## config.mk

```make
export PLATFORM = sky130hd
export DESIGN_NAME = frame_serializer
export DESIGN_NICKNAME = d
export VERILOG_FILES = /design/src/rtl/frame_serializer.sv
export SDC_FILE = /design/constraint.sdc
export NUM_CORES = 1
export LEC_CHECK = 0
export CORE_ASPECT_RATIO = 0.5
export CORE_MARGIN = 10
export CORE_UTILIZATION = 50
export CTS_CLUSTER_SIZE = 10
export DETAILED_ROUTE_END_ITERATION = 7
export PLACE_DENSITY = 0.75
export SETUP_SLACK_MARGIN = 0.05
export SYNTH_ARGS = -nofsm -noshare
export SYNTH_HDL_FRONTEND = slang
export SYNTH_SLANG_ARGS = --single-unit
```

## constraint.sdc

```tcl
create_clock -name clk -period 5.05 [get_ports clk]
set_clock_uncertainty 0.1 [all_clocks]
set_input_delay 0.7575 -clock clk [delete_from_list [all_inputs] [get_ports clk]]
set_output_delay 0.7575 -clock clk [all_outputs]
set_load 0.005 [all_outputs]
```

## src/rtl/frame_serializer.sv

```systemverilog
// Frame serializer: latches a parallel frame on start and shifts it out as
// sync word (MSB first), format header bit and LSB-first data words.
module frame_serializer #(
    parameter int          DATA_WIDTH   = 10,
    parameter int          DATA_DEPTH   = 8,
    parameter logic [7:0]  SYNC_PATTERN = 8'hA5,
    parameter int          DIV_WIDTH    = 16
) (
    input  logic                                  clk,
    input  logic                                  rst_n,
    input  logic [DATA_DEPTH-1:0][DATA_WIDTH-1:0] par_in,
    input  logic                                  enc_used,
    input  logic                                  start,
    input  logic [DIV_WIDTH-1:0]                  clk_div,
    output logic                                  ready,
    output logic                                  ser_out,
    output logic                                  ser_en,
    output logic                                  busy,
    output logic                                  done
);

    localparam int BIT_W  = $clog2(DATA_WIDTH);
    localparam int WORD_W = $clog2(DATA_DEPTH);

    // Format 1 carries only the low 6 bits of words 0..3.
    localparam logic [BIT_W-1:0]  F0_LAST_BIT  = BIT_W'(DATA_WIDTH - 1);
    localparam logic [BIT_W-1:0]  F1_LAST_BIT  = BIT_W'(5);
    localparam logic [BIT_W-1:0]  SYNC_LAST    = BIT_W'(7);
    localparam logic [WORD_W-1:0] F0_LAST_WORD = WORD_W'(DATA_DEPTH - 1);
    localparam logic [WORD_W-1:0] F1_LAST_WORD = WORD_W'(3);

    typedef enum logic [1:0] {
        IDLE = 2'd0,
        SYNC = 2'd1,
        HDR  = 2'd2,
        DATA = 2'd3
    } state_t;

    state_t                                r_state;
    state_t                                w_state_nxt;
    logic [BIT_W-1:0]                      r_bit_cnt;
    logic [BIT_W-1:0]                      w_bit_nxt;
    logic [WORD_W-1:0]                     r_word_cnt;
    logic [WORD_W-1:0]                     w_word_nxt;
    logic [DIV_WIDTH-1:0]                  r_div_cnt;
    logic [DIV_WIDTH-1:0]                  w_div_nxt;
    logic [DATA_DEPTH-1:0][DATA_WIDTH-1:0] r_par;
    logic                                  r_enc;
    logic [DIV_WIDTH-1:0]                  r_div;
    logic                                  r_ser_out;
    logic                                  r_ser_en;
    logic                                  r_ready;
    logic                                  r_busy;
    logic                                  r_done;
    logic                                  w_ser_nxt;
    logic                                  w_en_nxt;
    logic                                  w_ready_nxt;
    logic                                  w_done_nxt;
    logic                                  w_accept;
    logic [BIT_W-1:0]                      w_last_bit;
    logic [WORD_W-1:0]                     w_last_word;
    logic [BIT_W-1:0]                      w_bit_inc;
    logic [WORD_W-1:0]                     w_word_inc;
    logic [2:0]                            w_sync_idx;

    assign ready   = r_ready;
    assign busy    = r_busy;
    assign ser_out = r_ser_out;
    assign ser_en  = r_ser_en;
    assign done    = r_done;

    // Next-state, counter and registered-output computation.
    always_comb begin
        w_state_nxt = r_state;
        w_bit_nxt   = r_bit_cnt;
        w_word_nxt  = r_word_cnt;
        w_div_nxt   = r_div_cnt;
        w_ser_nxt   = r_ser_out;
        w_en_nxt    = r_ser_en;
        w_ready_nxt = r_ready;
        w_done_nxt  = 1'b0;
        w_accept    = 1'b0;
        w_last_bit  = r_enc ? F1_LAST_BIT : F0_LAST_BIT;
        w_last_word = r_enc ? F1_LAST_WORD : F0_LAST_WORD;
        w_bit_inc   = r_bit_cnt + BIT_W'(1);
        w_word_inc  = r_word_cnt + WORD_W'(1);
        w_sync_idx  = 3'd6 - r_bit_cnt[2:0];
        case (r_state)
            IDLE: begin
                if (start) begin
                    // Bit 0 goes on the line at the accept edge itself.
                    w_accept    = 1'b1;
                    w_state_nxt = SYNC;
                    w_bit_nxt   = '0;
                    w_word_nxt  = '0;
                    w_div_nxt   = clk_div;
                    w_ser_nxt   = SYNC_PATTERN[7];
                    w_en_nxt    = 1'b1;
                    w_ready_nxt = 1'b0;
                end else begin
                    w_ser_nxt   = 1'b1;
                    w_en_nxt    = 1'b0;
                    w_ready_nxt = 1'b1;
                end
            end
            SYNC, HDR, DATA: begin
                if (r_div_cnt != '0) begin
                    w_div_nxt = r_div_cnt - DIV_WIDTH'(1);
                end else begin
                    w_div_nxt = r_div;
                    if (r_state == SYNC) begin
                        if (r_bit_cnt == SYNC_LAST) begin
                            w_state_nxt = HDR;
                            w_bit_nxt   = '0;
                            w_ser_nxt   = r_enc;
                        end else begin
                            w_bit_nxt = w_bit_inc;
                            w_ser_nxt = SYNC_PATTERN[w_sync_idx];
                        end
                    end else if (r_state == HDR) begin
                        w_state_nxt = DATA;
                        w_bit_nxt   = '0;
                        w_word_nxt  = '0;
                        w_ser_nxt   = r_par[0][0];
                    end else if (r_bit_cnt != w_last_bit) begin
                        w_bit_nxt = w_bit_inc;
                        w_ser_nxt = r_par[r_word_cnt][w_bit_inc];
                    end else if (r_word_cnt != w_last_word) begin
                        w_bit_nxt  = '0;
                        w_word_nxt = w_word_inc;
                        w_ser_nxt  = r_par[w_word_inc][0];
                    end else begin
                        w_state_nxt = IDLE;
                        w_bit_nxt   = '0;
                        w_word_nxt  = '0;
                        w_div_nxt   = '0;
                        w_ser_nxt   = 1'b1;
                        w_en_nxt    = 1'b0;
                        w_ready_nxt = 1'b1;
                        w_done_nxt  = 1'b1;
                    end
                end
            end
            default: begin
                w_state_nxt = IDLE;
                w_bit_nxt   = '0;
                w_word_nxt  = '0;
                w_div_nxt   = '0;
                w_ser_nxt   = 1'b1;
                w_en_nxt    = 1'b0;
                w_ready_nxt = 1'b1;
            end
        endcase
    end

    // State, counters and registered outputs.
    always_ff @(posedge clk) begin
        if (!rst_n) begin
            r_state    <= IDLE;
            r_bit_cnt  <= '0;
            r_word_cnt <= '0;
            r_div_cnt  <= '0;
            r_ser_out  <= 1'b1;
            r_ser_en   <= 1'b0;
            r_ready    <= 1'b1;
            r_busy     <= 1'b0;
            r_done     <= 1'b0;
        end else begin
            r_state    <= w_state_nxt;
            r_bit_cnt  <= w_bit_nxt;
            r_word_cnt <= w_word_nxt;
            r_div_cnt  <= w_div_nxt;
            r_ser_out  <= w_ser_nxt;
            r_ser_en   <= w_en_nxt;
            r_ready    <= w_ready_nxt;
            r_busy     <= ~w_ready_nxt;
            r_done     <= w_done_nxt;
        end
    end

    // Frame contents are frozen at accept so later input changes are ignored.
    always_ff @(posedge clk) begin
        if (!rst_n) begin
            r_par <= '0;
            r_enc <= 1'b0;
            r_div <= '0;
        end else if (w_accept) begin
            r_par <= par_in;
            r_enc <= enc_used;
            r_div <= clk_div;
        end
    end

endmodule

```

# Yosys cells after proc, flatten, opt, wreduce, memory -nomap -nowiden
# Memory sizes are Yosys's and may differ from the RTL's.
# Cells that the tools add are included.
# word_totals
regBits	127
romBits	8
in_bits	100
out_inout_bits	5
word_cells	116
n_memories	1
# op_classes
addsub	4
order_cmp	4
eq_ne	16
muxes	61
bitwise	3
reduce_logical	8
# mem_list
memory	words	word_bits	read_ports	rd_clocked_by_memory_dff	wr	line	source
(no name shown)	8	1	1	0	0	118	w_ser_nxt = SYNC_PATTERN[w_sync_idx];
# op_table
operator	count
two-way mux 16 bit	6
binary-select mux 10 bit (select 3 bit)	2
one-hot mux 16 bit (2 select lines)	1
two-way mux 4 bit	7
two-way mux 1 bit	23
two-way mux 3 bit	7
nonzero test 16 bit	1
subtractor 16 x 1 -> 16 bit (second input constant)	1
two-way mux 2 bit	7
less-than comparator 3 x 4 -> 1 bit (second input constant)	3
!= test 2 bit (second input constant)	6
two-way mux 10 bit	1
AND reduction 5 bit	2
!= test 4 bit (second input constant)	2
one-hot mux 4 bit (2 select lines)	1
!= test 3 bit (second input constant)	2
one-hot mux 1 bit (2 select lines)	3
one-hot mux 3 bit (2 select lines)	1
OR reduction 6 bit	1
less-than comparator 4 x 5 -> 1 bit (second input constant)	1
adder 4 x 1 -> 4 bit (second input constant)	1
binary-select mux 1 bit (select 4 bit)	1
equality test 2 bit (second input constant)	2
equality test 4 x 3 -> 1 bit (second input constant)	1
other kinds (11)	13

# Logic depth before layout (Yosys ltp)
# depth
ltp_word	9
ltp_mapped	10
depth_no_buf	8

# Worst setup path before layout
# No wires, ideal clock.
# synth_timing
kind	register to register
startpoint	reg r_word_cnt[1]
endpoint	reg r_ser_out (netlist: ser_out)
setup_time_ps	124
t_arrival_ps	2156
required_time_ps	4826
slack_ps	2669
path_stages_with_launch	8
n_path_buf	2
period_less_slack_ps	2381
cell_sequence	dfxtp_1 -> buf_2 -> buf_1 -> mux4_1 -> mux4_2 -> a31oi_1 -> nor4b_1 -> a2111o_1
# synth_via
elab_chain_cells	9
elab_cells_between_ends	14
cone_classes	1 x add/sub; 1 x eq/ne; 12 x mux
# synth_lines
element	line	source
start: declaration	43	logic [WORD_W-1:0] r_word_cnt;
start signal: assignment	171	r_word_cnt <= w_word_nxt;
binary-select mux 10 bit (select 3 bit) / adder 3 x 1 -> 3 bit (equally long branches)	127, 86	
two-way mux 10 bit (not written as such) / binary-select mux 10 bit (select 3 bit) (equally long branches)	127, 131	
binary-select mux 1 bit (select 4 bit) / two-way mux 1 bit (equally long branches)	127, 131	
two-way mux 1 bit (on tied branches)	127, 128	
two-way mux 1 bit *	125	end else if (r_bit_cnt != w_last_bit) begin
two-way mux 1 bit *	120	end else if (r_state == HDR) begin
two-way mux 1 bit *	111	if (r_state == SYNC) begin
two-way mux 1 bit *	107	if (r_div_cnt != '0) begin
one-hot mux 1 bit (2 select lines) *	88	case (r_state)
end signal: assignment	173	r_ser_out <= w_ser_nxt;
end: declaration	50	logic r_ser_out;
# Every way passes the cells marked *; elsewhere a longest branch is shown, timed or not. The select of a mux whose other input is x is not followed.
# A chain may end at the register's enable or synchronous reset.

# Worst setup path in the final report
# layout_timing
startpoint	reg r_div_cnt[9]
endpoint	reg r_bit_cnt[2]
# layout_via
elab_chain_cells	3
# layout_lines
element	line	source
start: declaration	45	logic [DIV_WIDTH-1:0] r_div_cnt;
start signal: assignment	172	r_div_cnt <= w_div_nxt;
nonzero test 16 bit	107	
!= test 2 bit (no line)	n/a	
AND reduction 2 bit (no line)	n/a	
end signal: assignment	170	r_bit_cnt <= w_bit_nxt;
end: declaration	41	logic [BIT_W-1:0] r_bit_cnt;
# Every way passes these cells.

==> results.md <==
* First-pass GRT wire length at between 20 and 30 mm
* Synth top area share at ~40%
* Status: complete, no violations
* Synth top cells by count: 227 x nand2_1, 127 x dfxtp_1, 103 x a21boi_0
* Share of flip-flops with an asynchronous set or reset at 0%
* Syn Area/Cell at 8.382 um^2
* Number of enable flip-flop cells after synthesis at 0
* Max cap viols at 0
* Critical path's slowest cell: and4b_1
* Ant diodes at 0
* Fin crit share at around 64%
* Fin crit period at 3.241 ns
* Nets at 948
* WP data required at 5.28 ns
* Crit path DAT at 3.47 ns
* Final total power at approximately 0.0038 W
* Post-placement cell area at 7530 um^2
* DIE HEIGHT at 100.4 um
* Post-Route WL at 17.40 mm
* Clk sinks at 127
* Drt initial violations at 462
* Post-Synthesis Cells at ~770
* Hpwl dp at 11.86 mm
* CP endpoint kind: register
* Resized cells post-CTS at 0
* Worst path top cell family by delay: simple AND/OR/NAND/NOR gates
* Critical path class: register to register
* #FFs+latches synth at 127
* Slowest cell delay on critical path at 0.62 ns
* # fillers at 1067
* Grt ovf at 0
* Largest net degree at the start of global routing at around 100
* Startpoint Class: register
* Max-slew violations at 0
* Register area share after synthesis at about two fifths
* H-tree depth at 4
* TNS Setup at 0 ns
* Worst-path cell chain: nor3_1, and4b_1, and2_1, o21ai_0, or4_1, a21boi_0
* Count leader, synth: nand2_1
* Final Hold Fails at 0
* Net Count, Synth at around 900
* Routed vias at 5751
* Cell taking the most area after synthesis: dfxtp_1
* First-pass DRT Iterations at 5
* Vias/cell at 5.627
* Hold Startpoint: r_par[53]
* DR DRC count at 0
* Layout cells sized above 1 at between 7 and 8%
* Largest cells by area after synthesis: dfxtp_1 39%, nand2_1 13%, a21boi_0 12%, mux4_2 5.2%, clkbuf_1 3.0%
* P&R area growth vs syn at 25.38%
* Max-slew headroom at 28.43%
* CP max FO at 18
* Clk root buf: clkbuf_16
* Top Ports at roughly 110
* Clock Tree Buf Depth at 2
* CTS buffer count at 17
* Worst vdd ir at 0.2422 mV
* Bufs and invs on worst path at 0
* Initial Util at 51.03%
* Yosys warns at 0
* Final non-filler cell total at 1022
* All-Layer GR Usage at 18.89%
* Netlist cell types at 59
* Placed Cells at 990
* Core Box Area at 12660 um^2
* Die area at 18150 um^2
* FF+latch area at around 2500 um^2
* Clk pin slew, worst setup/hold paths at ~0.070 ns
* Count of input and output buffers at between 100 and 150
* Worst slew pin tran at 1.064 ns
* Vias in the first global route at 5503
* Footprint of the multi-input gates at around 3600 um^2
* Rows at 29
* # Post-CTS Setup Buffers at 0
* RSZ-0062 raised after global routing: false
* Synthesized area at 6462 um^2
* Max Clk Rate at 0.3086 GHz
* Post-route ant nets at 0
* Pwr dens at 473.1 nW/um^2
* Synth Flop Type: dfxtp_1
* Hold Crit Class: register to register
* LEAKAGE at slightly below 3 nW
* Endpoints failing setup at 0
* TritonCTS clock tree: built
* Clock latency on the worst-skew pair at 0.42 ns
* Hold WS at 0.3639 ns
* RD Place Congestion at ~0.86
* Drt wl/cell at roughly 17 um
* Final Cell Area at 8103 um^2
* Worst R2R Start: r_div_cnt[9]
* Chip width at 180.8 um
* Initial antenna violation count at 0
* CP Launch Point: r_div_cnt[9]
* CTS Hold Bufs at 0
==> report_power, final <==
group          internal (W)  total [W]  leakage (nW)  switching (W)
Combinational      0.000520    0.00126          1.63       0.000739
Sequential          0.00120    0.00137          1.04       0.000169
Clock              0.000693    0.00121         0.269       0.000516
==> cell families (layout without fill, tap and decap cells) <==
group,count (synthesis),in the layout,synth area share [%]
compound gates,207,207,22.25
xor+xnor,16,16,2.168
simple gates,307,307,20.70
fa+ha+maj,9,9,1.743
buf+inv,74,155,4.569
flops,127,127,39.34
mux,31,31,9.235
==> worst register-to-register path, cell delays in order, from the launching register on <==
cell and delay, ns:
dfxtp_1 0.35, nor3_1 0.38, and4b_1 0.62, and2_1 0.62, o21ai_0 0.32, or4_1 0.56, a21boi_0 0.21
==> sequential cells by signal, summed over array words and instances, names as in the netlist <==
signal / flops
r_bit_cnt: 4
r_par: 80
ser_en: 1
r_word_cnt: 3
ser_out: 1
r_div: 16
done: 1
r_div_cnt: 16
r_state: 2
r_enc: 1
ready: 1
busy: 1
==> worst paths after layout <==
path,end,slack [ns],depth (start not counted)
worst min register to register,r_par[53],0.36,2
worst max register to register,r_bit_cnt[2],1.81,6
worst max-delay path,r_bit_cnt[2],1.81,6
worst min-delay path,r_par[53],0.36,2
==> placed cells by master, fill, tap and decap left out, types with 14 or more instances in the layout <==
cell | Yosys | routed
o21ai_0 | 32 | 32
mux4_2 | 15 | 15
nand4_1 | 14 | 14
dfxtp_1 | 127 | 127
a21boi_0 | 103 | 103
clkbuf_16 | 0 | 17
nand2_1 | 227 | 226
clkdlybuf4s50_1 | 0 | 103
a21oi_1 | 29 | 29
==> layout make-up <==
type	instances	share of cell area (%)
Clock buffer	18	5.296
Clock inverter	14	1.776
Inverter	9	0.4169
Multi-Input combinational cell	570	44.80
Sequential cell	127	31.38
Tap cell	170	2.625
Timing Repair Buffer	114	13.71
==> metrics by stage <==
step / utilization [%] / setup slack (ns)
final: 63.99 / 1.809
after global routing: 63.99 / 1.594
after CTS: 63.99 / 1.876
after detailed placement: 59.46 / 1.881
after global placement: 59.46 / 1.997
after floorplan: - / 2.669
==> layer usage <==
metal  routed length [um]  track usage, %
met1                 8289           25.09
met5                    0               0
met2                 8039           29.95
met4                  243           6.704
met3                  823           3.914
Note: power is estimated with default switching activity, not from simulation.
==> patch 1, RTL diff (same settings) <==
Compare `r_bit_cnt` against `SYNC_LAST` with >= in place of ==.
--- a/src/rtl/frame_serializer.sv
+++ b/src/rtl/frame_serializer.sv
@@ -109,7 +109,7 @@
                 end else begin
                     w_div_nxt = r_div;
                     if (r_state == SYNC) begin
-                        if (r_bit_cnt == SYNC_LAST) begin
+                        if (r_bit_cnt >= SYNC_LAST) begin
                             w_state_nxt = HDR;
                             w_bit_nxt   = '0;
                             w_ser_nxt   = r_enc;
Formal check against the unedited RTL: no difference found for any inputs over 10 cycles, from zero or initial values and one cycle with rst_n low; that may be too few to reach the edited logic, so the function may still have changed.
==> patch 1 against the unedited design <==
Total power grew 3.0%; sequential cell count did not move; setup slack got worse by 0.11 ns; synthesized area shrank 5.3%; largest power group unchanged; final area shrank 3.5%; count of clock-buffer cells in the layout is 2 higher; wire length fell by 3.0%; clock power up 7%; non-clock buffer count shrank 2.
==> patch 1: results <==
<?xml version="1.0" encoding="UTF-8"?>
<metrics>
  <group name="setup_path">
    <metric name="max_stage_delay" unit="ns">0.78</metric>
    <metric name="cp_slowest_cell" unit="">dfxtp_1</metric>
    <metric name="crit_start" unit="">r_bit_cnt[0]$_SDFFE_PN0P_</metric>
    <metric name="crit_fanout" unit="">17</metric>
    <metric name="critical_path.top_delay_family" unit="">multiplexers</metric>
    <metric name="timing.reg2reg.setup_slack" unit="ns">1.70</metric>
  </group>
  <group name="cts">
    <metric name="clk_pin_slew_worst_paths" unit="ns">0.05</metric>
  </group>
  <group name="placed_design">
    <metric name="dp.cells" unit="">974</metric>
    <metric name="gp_congestion" unit="">0.8667</metric>
    <metric name="dpl_cell_area" unit="sq um">7191</metric>
    <metric name="place.detailed.hpwl" unit="microns">11400</metric>
  </group>
  <group name="finish">
    <metric name="share_of_post_route_cells_with_drive_strength_above_1" unit="%">8.442</metric>
  </group>
  <group name="synthesis">
    <metric name="netlist-cell-type-count" unit="">61</metric>
    <metric name="synth_top_cells_by_area" unit="">dfxtp_1, nand2_1, a21oi_1</metric>
    <metric name="synth-async-reset-ratio" unit="%">0</metric>
    <metric name="synthesis.nets" unit="">866</metric>
  </group>
  <group name="outcome">
    <metric name="status" unit="">completed</metric>
  </group>
  <group name="global_route">
    <metric name="first_global_vias" unit="">5493</metric>
    <metric name="gr-usage-all-layers" unit="%">19.22</metric>
    <metric name="global_route_wire_length_before_repair" unit="microns">27340</metric>
  </group>
  <group name="route">
    <metric name="avgViaCountPerCell" unit="">5.656</metric>
    <metric name="route.final.wire_length" unit="microns">16880</metric>
    <metric name="wl_per_cell" unit="microns">16.78</metric>
  </group>
  <group name="sta">
    <metric name="fin_hold_ws" unit="ns">0.3527</metric>
    <metric name="finalCriticalPeriod" unit="ns">3.350</metric>
  </group>
  <group name="power_and_ir_drop">
    <metric name="vdd.ir_drop.worst" unit="V">0.0002300</metric>
  </group>
</metrics>
## patch 1: where the power goes
| part | total, uW | leakage, uW | switching, uW | internal [uW] |
|---|---|---|---|---|
| registers | 1360 | 0.00104 | 163 | 1200 |
| logic | 1280 | 0.00153 | 764 | 519 |
| clock network | 1300 | 0.000301 | 458 | 843 |
| total | 3950 | 0.00287 | 1390 | 2560 |
## patch 1: path summary, 6_finish.rpt
path                                          endpoint  cells past startpoint
worst max-delay path              ser_out$_SDFFE_PN1P_                      8
worst min-delay path            r_par[61]$_SDFFE_PN0P_                      2
worst max register to register    ser_out$_SDFFE_PN1P_                      8
worst min register to register  r_par[61]$_SDFFE_PN0P_                      2
## patch 1: logic make-up (layout without fill, tap and decap cells)
family / Yosys count / in the layout / synth area share (%)
compound gates: 207 / 207 / 19.65
xor+xnor: 11 / 11 / 1.574
fa+ha+maj: 9 / 9 / 1.840
buf+inv: 74 / 158 / 4.866
flops: 127 / 127 / 41.55
mux: 29 / 29 / 8.935
simple gates: 300 / 300 / 21.59
## patch 1: routing by layer
metal / track usage [%] / part of all wire, % / up-vias
met4: 6.615 / 1.6 / 0
met5: 0 / 0 / -
li1: - / - / 2804
met1: 24.48 / 46 / 2688
met3: 5.726 / 6.6 / 23
met2: 30.42 / 46 / 175
## patch 1: worst register-to-register path: stages (launching register included)
cell and delay [ns]:
dfxtp_1 0.78, ha_1 0.40, xnor2_1 0.15, buf_4 0.25, mux4_1 0.58, mux4_2 0.48, nor2b_1 0.16, a311oi_2 0.21
o41ai_1 0.08
## patch 1: area by class of cell
type	count	area (sq um)
Sequential cell	127	2542
Tap cell	165	206.4
Multi-Input combinational cell	556	3287
Clock buffer	20	446.7
Inverter	14	53.80
Fill cell	982	4055
Timing Repair Buffer	112	1101
Clock inverter	12	183.9
==> patch 2, RTL diff (same flow settings) <==
Made on the original files. `DATA_DEPTH`: 8 -> 4.
--- a/src/rtl/frame_serializer.sv
+++ b/src/rtl/frame_serializer.sv
@@ -2,7 +2,7 @@
 // sync word (MSB first), format header bit and LSB-first data words.
 module frame_serializer #(
     parameter int          DATA_WIDTH   = 10,
-    parameter int          DATA_DEPTH   = 8,
+    parameter int          DATA_DEPTH   = 4,
     parameter logic [7:0]  SYNC_PATTERN = 8'hA5,
     parameter int          DIV_WIDTH    = 16
 ) (
Ports: changed (resized par_in); port bits go from 105 to 65. The function was not compared with the original's and may differ.
==> patch 2 against the unedited design <==
First-iteration DRC count decreased by 46%; final area shrank 33%; wire length decreased by 36%; setup slack improved by 0.36 ns; synthesized area is 31% lower; sequential cell count down 41; via count fell by 31%; cell count down 31%; die area decreased by 26%; count of clock-buffer cells in the layout decreased by 6; total power shrank 32%; critical path type unchanged; critical endpoint unchanged; largest power group unchanged; highest routed layer unchanged.
==> patch 2: results <==
<?xml version="1.0" encoding="UTF-8"?>
<metrics>
  <group name="outcome">
    <metric name="status" unit="">completed</metric>
  </group>
  <group name="setup_path">
    <metric name="crit_start" unit="">r_div_cnt[4]$_SDFFE_PN0P_</metric>
    <metric name="r2r_cell_count" unit="">6</metric>
    <metric name="crit_arrival" unit="ns">3.05</metric>
    <metric name="crit_fanout" unit="">24</metric>
    <metric name="timing.reg2reg.setup_slack" unit="ns">2.17</metric>
  </group>
  <group name="global_route">
    <metric name="largest_net_degree_at_the_start_of_global_routing" unit="">64</metric>
    <metric name="global_route_wire_length_before_repair" unit="microns">18770</metric>
    <metric name="first_global_vias" unit="">3829</metric>
    <metric name="gr-usage-all-layers" unit="%">16.56</metric>
  </group>
  <group name="finish">
    <metric name="nNetsFinal" unit="">650</metric>
    <metric name="largest_registers" unit="">r_par (40), r_div (16), r_div_cnt (16)</metric>
    <metric name="share_of_post_route_cells_with_drive_strength_above_1" unit="%">5.802</metric>
    <metric name="num_antenna_cells" unit="">0</metric>
  </group>
  <group name="cts">
    <metric name="clk_latency" unit="ns">0.34</metric>
    <metric name="cts_root_buf" unit="">clkbuf_16</metric>
    <metric name="ctsHtreeMaxLevel" unit="">3</metric>
    <metric name="tritoncts.num_buffers" unit="">9</metric>
    <metric name="clk_path_buf_depth" unit="">2</metric>
  </group>
  <group name="synthesis">
    <metric name="post_synth_xor_area_fraction" unit="%">1.957</metric>
    <metric name="synth.top_cells.by_count" unit="">nand2_1, dfxtp_1, a21boi_0</metric>
    <metric name="yosys_most_used_dff" unit="">dfxtp_1</metric>
    <metric name="synth_compound_gate_area_share" unit="%">24.33</metric>
    <metric name="synth.yosys.seq_area_share" unit="%">38.48</metric>
    <metric name="netlist-cell-type-count" unit="">64</metric>
    <metric name="synth-async-reset-ratio" unit="%">0</metric>
    <metric name="synth_top_cells_by_area" unit="">dfxtp_1, nand2_1, a21boi_0</metric>
    <metric name="synth-adder-area-share" unit="%">2.517</metric>
    <metric name="synthesis.nets" unit="">613</metric>
    <metric name="share_of_cell_area_taken_by_muxes_after_synthesis" unit="%">6.152</metric>
  </group>
  <group name="placed_design">
    <metric name="gp_congestion" unit="">0.8285</metric>
    <metric name="place.detailed.hpwl" unit="microns">7468</metric>
    <metric name="io_buffer_count" unit="">64</metric>
  </group>
  <group name="route">
    <metric name="avgViaCountPerCell" unit="">5.646</metric>
    <metric name="dr.first_iter.drc_count" unit="">249</metric>
    <metric name="drt_first_pass_iters" unit="">5</metric>
    <metric name="wl_per_cell" unit="microns">15.76</metric>
  </group>
  <group name="sta">
    <metric name="tightestPinTransition" unit="ns">1.157</metric>
    <metric name="fin_hold_ws" unit="ns">0.3641</metric>
  </group>
  <group name="power_and_ir_drop">
    <metric name="vdd.ir_drop.worst" unit="V">0.0002236</metric>
    <metric name="cellLeakagePower" unit="uW">0.001975</metric>
  </group>
  <group name="worst_hold_path">
    <metric name="min_to" unit="">r_par[23]$_SDFFE_PN0P_</metric>
    <metric name="hold_start" unit="">r_par[23]$_SDFFE_PN0P_</metric>
  </group>
</metrics>
==> patch 2: cell count changes in the layout (fill, tap and decap cells not counted), moves of 8 or more <==
cell             delta
nand4_1            -11
clkbuf_16           -8
dfxtp_1            -41
a21boi_0           -45
o21ai_0            -11
nand2_1            -91
clkdlybuf4s50_1    -40
==> patch 2: cell families (layout without fill, tap and decap cells) <==
group | count (synthesis) | in the layout
DFF | 86 | 86
and+or+nand+nor | 217 | 217
adders and majority gates | 9 | 9
buffers and inverters | 50 | 92
AOI/OAI and AO/OA | 157 | 157
muxes | 15 | 15
xor gates and xnor gates | 10 | 10
==> patch 2: stage by stage <==
stage          power [uW]  cells  setup WS (ns)  area [sq um]
3_3_place_gp         1904    687          2.073          5124
6_report             2623    703          2.171          5440
4_1_cts              2632    703          2.192          5440
3_5_place_dp         1922    687          2.046          5124
5_1_grt              2812    703          1.892          5440
2_1_floorplan        1672    544          2.852          4474
==> patch 2: critical path, cell delays in order, from the launching register on <==
cell and delay, ns:
dfxtp_1 0.35, nor3_1 0.44, and4b_1 0.35, and3_1 0.78, o21ai_2 0.16, or4_1 0.51
a21boi_1 0.12
==> patch 2: power by group <==
part           leakage (uW)  switching, uW  internal (uW)  total [uW]
combinational       0.00111            550            402         952
sequential         0.000707            138            828         966
clock              0.000157            259            445         705
total               0.00198            947           1680        2620
==> patch 2: cell type report <==
cell class,instances,area (sq um)
clock inverter,4,70.07
inverter,8,30.03
clock buffer,12,246.5
timing repair buffer,68,665.6
fill,773,3268
multi-input combinational,408,2560
tap,117,146.4
sequential,86,1722
==> patch 2: worst max-delay path by stage <==
stage                                end  slack, ns  cells after the start
6_report       r_bit_cnt[2]$_SDFFE_PN0P_       2.17                      6
5_1_grt        r_bit_cnt[2]$_SDFFE_PN0P_       1.89                      6
4_1_cts        r_bit_cnt[2]$_SDFFE_PN0P_       2.19                      6
3_5_place_dp   r_bit_cnt[2]$_SDFFE_PN0P_       2.05                      5
3_3_place_gp   r_bit_cnt[2]$_SDFFE_PN0P_       2.07                      5
2_1_floorplan       ser_out$_SDFFE_PN1P_       2.85                      7
==> patch 2: metal layers <==
layer  global-route usage (%)  wire length, microns
met4                    4.518                   146
met3                    4.438                   495
met2                    27.16                  5112
met5                        0                     0
met1                    21.19                  5327
